### src/rtl/led_blink_sched.sv
// Shared-LED blink scheduler: four requesters take turns on one LED.
// Each granted requester gets N blinks (N latched at grant time),
// followed by a fixed low gap, then the arbiter moves on round-robin.
// All timing is in prescaler ticks, one tick every 2^CBITS clocks.
module led_blink_sched #(
    parameter int CBITS     = 11,
    parameter int ON_TICKS  = 2,
    parameter int OFF_TICKS = 2,
    parameter int GAP_TICKS = 4
) (
    input  logic        clk,
    input  logic        rst,
    input  logic [3:0]  req,
    input  logic [11:0] req_cnt,
    output logic [3:0]  grant,
    output logic        done,
    output logic        led,
    output logic        busy,
    output logic        flg
);

    typedef enum logic [1:0] {
        ST_IDLE = 2'd0,
        ST_ON   = 2'd1,
        ST_OFF  = 2'd2,
        ST_GAP  = 2'd3
    } state_t;

    localparam logic [3:0] ON_LAST  = 4'(ON_TICKS - 1);
    localparam logic [3:0] OFF_LAST = 4'(OFF_TICKS - 1);
    localparam logic [3:0] GAP_LAST = 4'(GAP_TICKS - 1);

    state_t           r_state;
    state_t           w_state_next;
    logic [CBITS-1:0] r_presc;
    logic             w_tick;
    logic             r_flg;
    logic [3:0]       r_grant;
    logic [3:0]       w_grant_next;
    logic [1:0]       r_ptr;
    logic [1:0]       w_ptr_next;
    logic [2:0]       r_cnt;
    logic [2:0]       w_cnt_next;
    logic [3:0]       r_tcnt;
    logic [3:0]       w_tcnt_next;
    logic             r_led;
    logic             r_busy;
    logic             w_done;
    logic [3:0]       w_rot;
    logic [1:0]       w_off;
    logic [1:0]       w_winner;
    logic [2:0]       w_field [4];

    assign w_tick = &r_presc;

    // Requests rotated so that bit 0 is the requester the pointer favours,
    // plus each requester's blink-count field split out.
    genvar gi;
    generate
        for (gi = 0; gi < 4; gi++) begin : g_req
            assign w_rot[gi]   = req[2'(gi) + r_ptr];
            assign w_field[gi] = req_cnt[3*gi +: 3];
        end
    endgenerate

    // Lowest set bit of the rotated request picks the round-robin winner.
    always_comb begin
        w_off = 2'd0;
        for (int k = 3; k >= 0; k--) begin
            if (w_rot[k]) w_off = 2'(k);
        end
        w_winner = r_ptr + w_off;
    end

    // Next-state logic: arbitration in IDLE, tick counting in ON/OFF/GAP.
    always_comb begin
        w_state_next = r_state;
        w_grant_next = r_grant;
        w_ptr_next   = r_ptr;
        w_cnt_next   = r_cnt;
        w_tcnt_next  = r_tcnt;
        w_done       = 1'b0;
        case (r_state)
            ST_IDLE: begin
                // Ticks are ignored here; a request is served straight away.
                if (|req) begin
                    w_grant_next = 4'b0001 << w_winner;
                    w_ptr_next   = w_winner + 2'd1;
                    w_cnt_next   = w_field[w_winner];
                    w_tcnt_next  = 4'd0;
                    if (w_field[w_winner] != 3'd0) w_state_next = ST_ON;
                    else                           w_state_next = ST_GAP;
                end
            end
            ST_ON: begin
                if (w_tick) begin
                    if (r_tcnt == ON_LAST) begin
                        w_tcnt_next = 4'd0;
                        w_cnt_next  = r_cnt - 3'd1;
                        if (r_cnt == 3'd1) w_state_next = ST_GAP;
                        else               w_state_next = ST_OFF;
                    end else begin
                        w_tcnt_next = r_tcnt + 4'd1;
                    end
                end
            end
            ST_OFF: begin
                if (w_tick) begin
                    if (r_tcnt == OFF_LAST) begin
                        w_tcnt_next  = 4'd0;
                        w_state_next = ST_ON;
                    end else begin
                        w_tcnt_next = r_tcnt + 4'd1;
                    end
                end
            end
            ST_GAP: begin
                if (w_tick) begin
                    if (r_tcnt == GAP_LAST) begin
                        // Last cycle of the service: grant is still held here.
                        w_done       = 1'b1;
                        w_tcnt_next  = 4'd0;
                        w_grant_next = 4'd0;
                        w_state_next = ST_IDLE;
                    end else begin
                        w_tcnt_next = r_tcnt + 4'd1;
                    end
                end
            end
            default: w_state_next = ST_IDLE;
        endcase
    end

    // State, prescaler and registered outputs; reset abandons any service.
    always_ff @(posedge clk or posedge rst) begin
        if (rst) begin
            r_state <= ST_IDLE;
            r_presc <= '0;
            r_flg   <= 1'b0;
            r_grant <= 4'd0;
            r_ptr   <= 2'd0;
            r_cnt   <= 3'd0;
            r_tcnt  <= 4'd0;
            r_led   <= 1'b0;
            r_busy  <= 1'b0;
        end else begin
            r_state <= w_state_next;
            r_presc <= r_presc + 1'b1;
            r_flg   <= w_tick;
            r_grant <= w_grant_next;
            r_ptr   <= w_ptr_next;
            r_cnt   <= w_cnt_next;
            r_tcnt  <= w_tcnt_next;
            r_led   <= (w_state_next == ST_ON);
            r_busy  <= (w_state_next != ST_IDLE);
        end
    end

    assign grant = r_grant;
    assign done  = w_done;
    assign led   = r_led;
    assign busy  = r_busy;
    assign flg   = r_flg;

endmodule

### config.mk
export PLATFORM = sky130hd
export DESIGN_NAME = led_blink_sched
export DESIGN_NICKNAME = d
export VERILOG_FILES = /design/src/rtl/led_blink_sched.sv
export SDC_FILE = /design/constraint.sdc
export NUM_CORES = 1
export LEC_CHECK = 0
export CAP_MARGIN = 15
export CORE_MARGIN = 3
export CORE_UTILIZATION = 45
export CTS_CLUSTER_DIAMETER = 40
export CTS_CLUSTER_SIZE = 25
export DETAILED_ROUTE_END_ITERATION = 8
export GPL_ROUTABILITY_DRIVEN = 0
export HOLD_SLACK_MARGIN = 0.15
export PLACE_DENSITY = 0.68
export SLEW_MARGIN = 25
export SYNTH_ARGS = -nofsm -noshare
export SYNTH_HDL_FRONTEND = slang
export SYNTH_SLANG_ARGS = --single-unit
### constraint.sdc
create_clock -name clk -period 3.4 [get_ports clk]
set_input_delay 0.85 -clock clk [delete_from_list [all_inputs] [get_ports clk]]
set_output_delay 0.85 -clock clk [all_outputs]
set_load 0.03 [all_outputs]
==> results.ini, run 1 <==
[worst_setup_path]
slowest_delay_ps = 570
crit_required_ps = 3560
cp_slowest_cell = mux4_1
path_delay_family = buffers and inverters
path_class = input port to flop
end_kind = flop
start_kind = input port
crit_cells = 9
path_buf_inv = 2
cp.arrival_ps = 3380
r2r_cells = 7
ff2ff_setup_slack_ps = 650
worstPathMaxFanout = 5
crit_chain = clkdlybuf4s50_1 -> nor2_1 -> or4_2 -> o211ai_1 -> ha_1 -> inv_1 -> mux4_1 -> a21oi_1 -> mux2i_1

[die]
die-area_um2 = 4900
die_y_um = 70.0
std_cell_rows = 22
die_x_um = 70.0
ios = 26
core_um2 = 3800
initial_core_util = 0.485

[sta]
hold_viol = 0
fmax_mhz = 310
relSlewSlack = 0.611
period_share = 0.948
worst_pin_slew_ps = 580
fin_crit_ps = 3220
slew_violations = 0
skew_ps = 8.31
finalSetupViolCount = 0
rsz0062_at_grt = false

[flow_run]
maxCapViolCount = 0

[clock_tree]
clkSinkCount = 29
cts_buffers = 5
cts_tree = built
postCtsSetupRepairBufs = 0
cts_resized = 0
clk_path_buf_depth = 2
clk_pin_slew_ps = 70
clk_latency_ps = 280
clock-root-buffer = clkbuf_8
postCtsHoldBufs = 0
h-tree-depth = 2

[routing]
dr.pass1.iters = 4
routedWlPerCell_um = 14.7
drt_wl_total_mm = 4.04
drtAntennaViolNets = 0
drcViolationCount = 0
drt_iter0_drc = 74
viasPerCell = 5.63
via_count = 1547

[finish]
fillers = 296
multi_input_area_um2 = 1040
fin_nets = 258
n_antenna_cell = 0
fin_util = 0.606
areaGrowthSynthToFinish_pct = 25.0
drive_gt1_frac = 0.119
ff_latch_area_um2 = 726

[yosys]
synth_common_cells = dfrtp_1, nand2_1, inv_1, ha_1, nor2_1
synth_area_per_cell_um2 = 9.75
synth_fp_nets = 221
synthArstFlopShare = 1.00
yosysMostFrequentCell = dfrtp_1
synth_edf_count = 0
ys_ff_latch = 29
synth_ff_type = dfrtp_1
ys_seq_area_frac = 0.394
synth_area_um2 = 1840
postSynthCellCount = 189
yosys.cell_types.count = 40
yosysWarnings = 0
yosys-top-cells-area = dfrtp_1, ha_1, mux4_1, nand2_1, xnor2_1
yosysTopAreaCell = dfrtp_1
yosysTopAreaCellShare = 0.394

[place]
port_buffers = 25
post-dp-hpwl_mm = 3.12

[pwr]
power.total_uw = 790
leakage_nw = 1.06
peakVddDrop_mv = 0.222
power_density_nw_per_um2 = 343

[grt]
first_global_vias = 1568
grt_usage = 0.179
grt-ovfl-total = 0
antenna_found_initial = 0
grt_max_degree = 30
grt_pass1_wl_mm = 7.12

[hold_path]
hold_path_depth = 1
hold_path_class = flop to flop

[outcome]
status = complete, no violations

-- layer usage --
metal,track usage,part of all wire,vias up,routed length [um]
li1,-,-,747,-
met1,0.238,0.46,744,1870
met2,0.284,0.47,49,1900
met3,0.0403,0.055,7,222
met4,0.0638,0.013,0,51
met5,0,0,-,0
-- sequential cells by signal (all words and copies together), names as in the netlist --
signal,count
r_ptr,2
grant,4
r_presc,11
r_state,2
led,1
r_cnt,3
r_tcnt,4
busy,1
flg,1
-- cells in the final DEF (no fill, tap or decap), drive strengths merged, types with 3 or more instances in the layout --
cell            n
a21oi           6
xnor2           8
buf             7
xor2            3
o211ai          5
nor3            4
mux4            3
ha             14
nand2          18
o31ai           3
inv            15
nand2b          8
dfrtp          29
clkdlybuf4s50  25
nand3          10
clkbuf          6
o21ai          18
nor2           15
nand4           3
-- final timing paths --
path | startpoint | endpoint
max in group asynchronous | rst | r_cnt[0]
max reg2reg | r_ptr[0] | r_cnt[1]
min reg2reg | r_presc[10] | r_presc[10]
min | r_presc[10] | r_presc[10]
max | req[3] | r_cnt[1]
min in group asynchronous | rst | grant[1]
-- cell type report --
| type | instances | share of cell area |
|---|---|---|
| well taps | 48 | 0.0261 |
| clock inverters | 2 | 0.0163 |
| clock buffers | 6 | 0.0359 |
| flip-flops and latches | 29 | 0.315 |
| repair buffers | 32 | 0.131 |
| multi-input cells | 143 | 0.451 |
| inverters | 15 | 0.0244 |
-- per-stage QoR --
step | setup slack, ps | area (um^2) | hold slack [ps] | std cells | setup TNS [ps]
after CTS | 199 | 2300 | 475 | 275 | 0
after floorplan | 342 | 1840 | 438 | 189 | 0
after global placement | 12.9 | 2180 | 452 | 267 | 0
after detailed placement | -88.1 | 2180 | 464 | 267 | -310
after global routing | 13.0 | 2300 | 492 | 275 | 0
final | 177 | 2300 | 478 | 275 | 0
-- cell families (layout without fill, tap and decap cells) --
group                      count (synthesis)  in the layout  synth area share
DFF                                       29             29             0.394
and+or+nand+nor                           72             72             0.206
xor gates and xnor gates                  11             11            0.0564
buffers and inverters                     17             55            0.0428
AOI/OAI and AO/OA                         41             41             0.149
adders and majority gates                 14             14            0.0950
muxes                                      5              5            0.0563
-- power breakdown --
group / switching (mW) / internal [mW] / leakage (nW)
registers: 0 / 0.345 / 0.375
clock network: 0.134 / 0.238 / 0.0574
logic: 0.0333 / 0.0397 / 0.623
total: 0.167 / 0.623 / 1.06
Note: power is estimated with default switching activity, not from simulation.
==> run 2: changes to the inputs <==
--- a/config.mk
+++ b/config.mk
@@ -9,10 +9,8 @@
 export CORE_MARGIN = 3
 export CORE_UTILIZATION = 45
 export CTS_CLUSTER_DIAMETER = 40
-export CTS_CLUSTER_SIZE = 25
 export DETAILED_ROUTE_END_ITERATION = 8
 export GPL_ROUTABILITY_DRIVEN = 0
-export HOLD_SLACK_MARGIN = 0.15
 export PLACE_DENSITY = 0.68
 export SLEW_MARGIN = 25
 export SYNTH_ARGS = -nofsm -noshare
==> results of run 2 <==
The final DEF is identical to that of run 1; final timing and power are the same.
==> run 3: changes to the inputs <==
--- a/config.mk
+++ b/config.mk
@@ -6,12 +6,14 @@
 export NUM_CORES = 1
 export LEC_CHECK = 0
 export CAP_MARGIN = 15
+export CELL_PAD_IN_SITES_DETAIL_PLACEMENT = 0
+export CELL_PAD_IN_SITES_GLOBAL_PLACEMENT = 1
 export CORE_MARGIN = 3
-export CORE_UTILIZATION = 45
+export CORE_UTILIZATION = 42
 export CTS_CLUSTER_DIAMETER = 40
 export DETAILED_ROUTE_END_ITERATION = 8
 export GPL_ROUTABILITY_DRIVEN = 0
-export PLACE_DENSITY = 0.68
+export PLACE_DENSITY_LB_ADDON = 0.1
 export SLEW_MARGIN = 25
 export SYNTH_ARGS = -nofsm -noshare
 export SYNTH_HDL_FRONTEND = slang
==> run 3 against run 2 <==
Non-clock buffer count increased by 2; highest routed layer unchanged; core utilization is 4.2 points lower; critical endpoint unchanged; sequential cell count is the same; clock skew decreased by 3.2 ps; final cell count grew 1.5%; sequential share of layout area down 0.24 points.
==> results.ini, run 3 (synthesized netlist as in run 1, its figures left out) <==
[finish]
regMostFlops = r_presc
layout_commonest_cell = dfrtp_1
n_antenna_cell = 0  ; unchanged
fin_util = 0.564  ; -0.0424
fillers = 379  ; +28%
fin_nets = 260  ; +0.78%
drive_gt1_frac = 0.127  ; +0.00769
most-common-layout-cells = dfrtp_1, clkdlybuf4s50_1, nand2_1
areaGrowthSynthToFinish_pct = 25.9
largest_register_ffs = 11  ; unchanged
multi_input_area_um2 = 1040  ; unchanged
ff_latch_area_um2 = 726  ; unchanged

[grt]
grt_pass1_wl_mm = 6.62  ; -7.0%
grt_usage = 0.165  ; -0.0140
grt_max_degree = 30  ; unchanged
antenna_found_initial = 0  ; unchanged
first_global_vias = 1451  ; -7.5%
grt-ovfl-total = 0  ; unchanged

[routing]
via_count = 1504  ; -2.8%
dr_wl_met3_um = 184  ; -17%
drt_iter0_drc = 70  ; -5.4%
maxUsedRoutingLayer = met4
dr_wl_met2_mm = 1.76  ; -7.0%
viasPerCell = 5.39  ; -4.2%
drt_wl_total_mm = 3.96  ; -2.0%
dr.pass1.iters = 4  ; unchanged
drcViolationCount = 0  ; unchanged
drtAntennaViolNets = 0  ; unchanged
wl_met1_mm = 1.98  ; +5.4%
routedWlPerCell_um = 14.2  ; -3.4%

[outcome]
status = complete, no violations

[sta]
fmax_mhz = 316  ; +1.7%
period_share = 0.932  ; -0.0158
worst_pin_slew_ps = 534  ; -46.3 ps
slew_violations = 0  ; unchanged
relSlewSlack = 0.642  ; +0.0315
finalSetupViolCount = 0  ; unchanged
rsz0062_at_grt = false
fin_crit_ps = 3170  ; -53.6 ps
tns_ps = 0  ; unchanged
skew_ps = 5.08  ; -3.23 ps
hold_viol = 0  ; unchanged

[clock_tree]
postCtsSetupRepairBufs = 0  ; unchanged
clkSinkCount = 29  ; unchanged
clk_path_buf_depth = 2  ; unchanged
cts_buffers = 5  ; unchanged
clk_pin_slew_ps = 70  ; about the same
cts_resized = 0  ; unchanged
postCtsHoldBufs = 0  ; unchanged
cts_tree = built
clk_latency_ps = 280  ; about the same
h-tree-depth = 2  ; unchanged
clock-root-buffer = clkbuf_8

[die]
std_cell_rows = 23  ; +4.5%
core_um2 = 4120  ; +8.3%
die-area_um2 = 5220  ; +6.5%
ios = 26  ; unchanged
die_x_um = 72.2  ; +3.2%
die_y_um = 72.2  ; +3.2%
initial_core_util = 0.448  ; -0.0373

[worst_setup_path]
cp-startpoint = req[3]
slowest_delay_ps = 570  ; about the same
cp.arrival_ps = 3330  ; -50 ps
path_class = input port to flop
crit_end = r_cnt[1]
r2r_cells = 7  ; unchanged
start_kind = input port
timing.rr.start = r_ptr[0]
end_kind = flop
worstPathMaxFanout = 5  ; unchanged
crit_chain = clkdlybuf4s50_1 -> nor2_1 -> or4_2 -> o211ai_1 -> ha_1 -> inv_1 -> mux4_1 -> a21oi_1 -> mux2i_1
ff2ff_setup_slack_ps = 690  ; +40 ps
r2r-end = r_cnt[1]
cp_slowest_cell = mux4_1
crit_required_ps = 3560  ; about the same

[pwr]
leakage_nw = 1.06  ; +0.87%
power.total_uw = 800  ; +1.4%
peakVddDrop_mv = 0.256  ; +15%
power_density_nw_per_um2 = 345  ; +0.59%

[flow_run]
maxCapViolCount = 0  ; unchanged

[hold_path]
hold_path_depth = 1  ; unchanged
hold_path_class = flop to flop

[place]
post-dp-hpwl_mm = 3.02  ; -3.2%
port_buffers = 25  ; unchanged

[run 3: changes by cell type in the layout (fill, tap and decap cells not counted)]
cell,before,now
buf_4,7,9
[run 3: worst min-delay path by stage]
stage / from / to / slack [ps]
floorplan: r_presc[5] / r_presc[5] / 440
global placement: r_presc[5] / r_presc[5] / 450
detailed placement: r_presc[4] / r_presc[4] / 480
CTS: r_presc[4] / r_presc[4] / 490
global route: r_presc[4] / r_presc[4] / 500
finish: r_presc[4] / r_presc[4] / 480
[run 3: power by group]
part           switching [mW]  internal, mW  total, mW
Sequential                  0         0.345      0.345
Combinational          0.0342        0.0414     0.0756
Clock                   0.142         0.238      0.380
Total                   0.176         0.624      0.800
[run 3: stage by stage]
| step | setup slack [ps] | instances | cell area [um^2] | hold WS (ps) |
|---|---|---|---|---|
| floorplan | 342 | 189 | 1840 | 438 |
| global placement | 1.61 | 271 | 2200 | 454 |
| detailed placement | -47.1 | 271 | 2200 | 476 |
| CTS | 234 | 279 | 2320 | 486 |
| global route | 99.2 | 279 | 2320 | 499 |
| finish | 230 | 279 | 2320 | 480 |
[run 3: layer usage]
metal,track usage,vias up
met5,0,-
met4,0.0564,0
met3,0.0471,4
met2,0.244,34
met1,0.230,713
li1,-,753
[run 3: layout make-up]
type,count,area share
clock buffers,6,0.0356
multi-input cells,143,0.447
clock inverters,2,0.0162
well taps,50,0.0270
flip-flops and latches,29,0.313
inverters,15,0.0243
repair buffers,34,0.137
[run 3: worst max-delay path: cells and delay by family]
family | cells | cell delay [ps]
AOI/OAI and AO/OA | 2 | 260
adders and majority gates | 1 | 310
buffers and inverters | 2 | 670
muxes | 2 | 650
and+or+nand+nor | 2 | 590
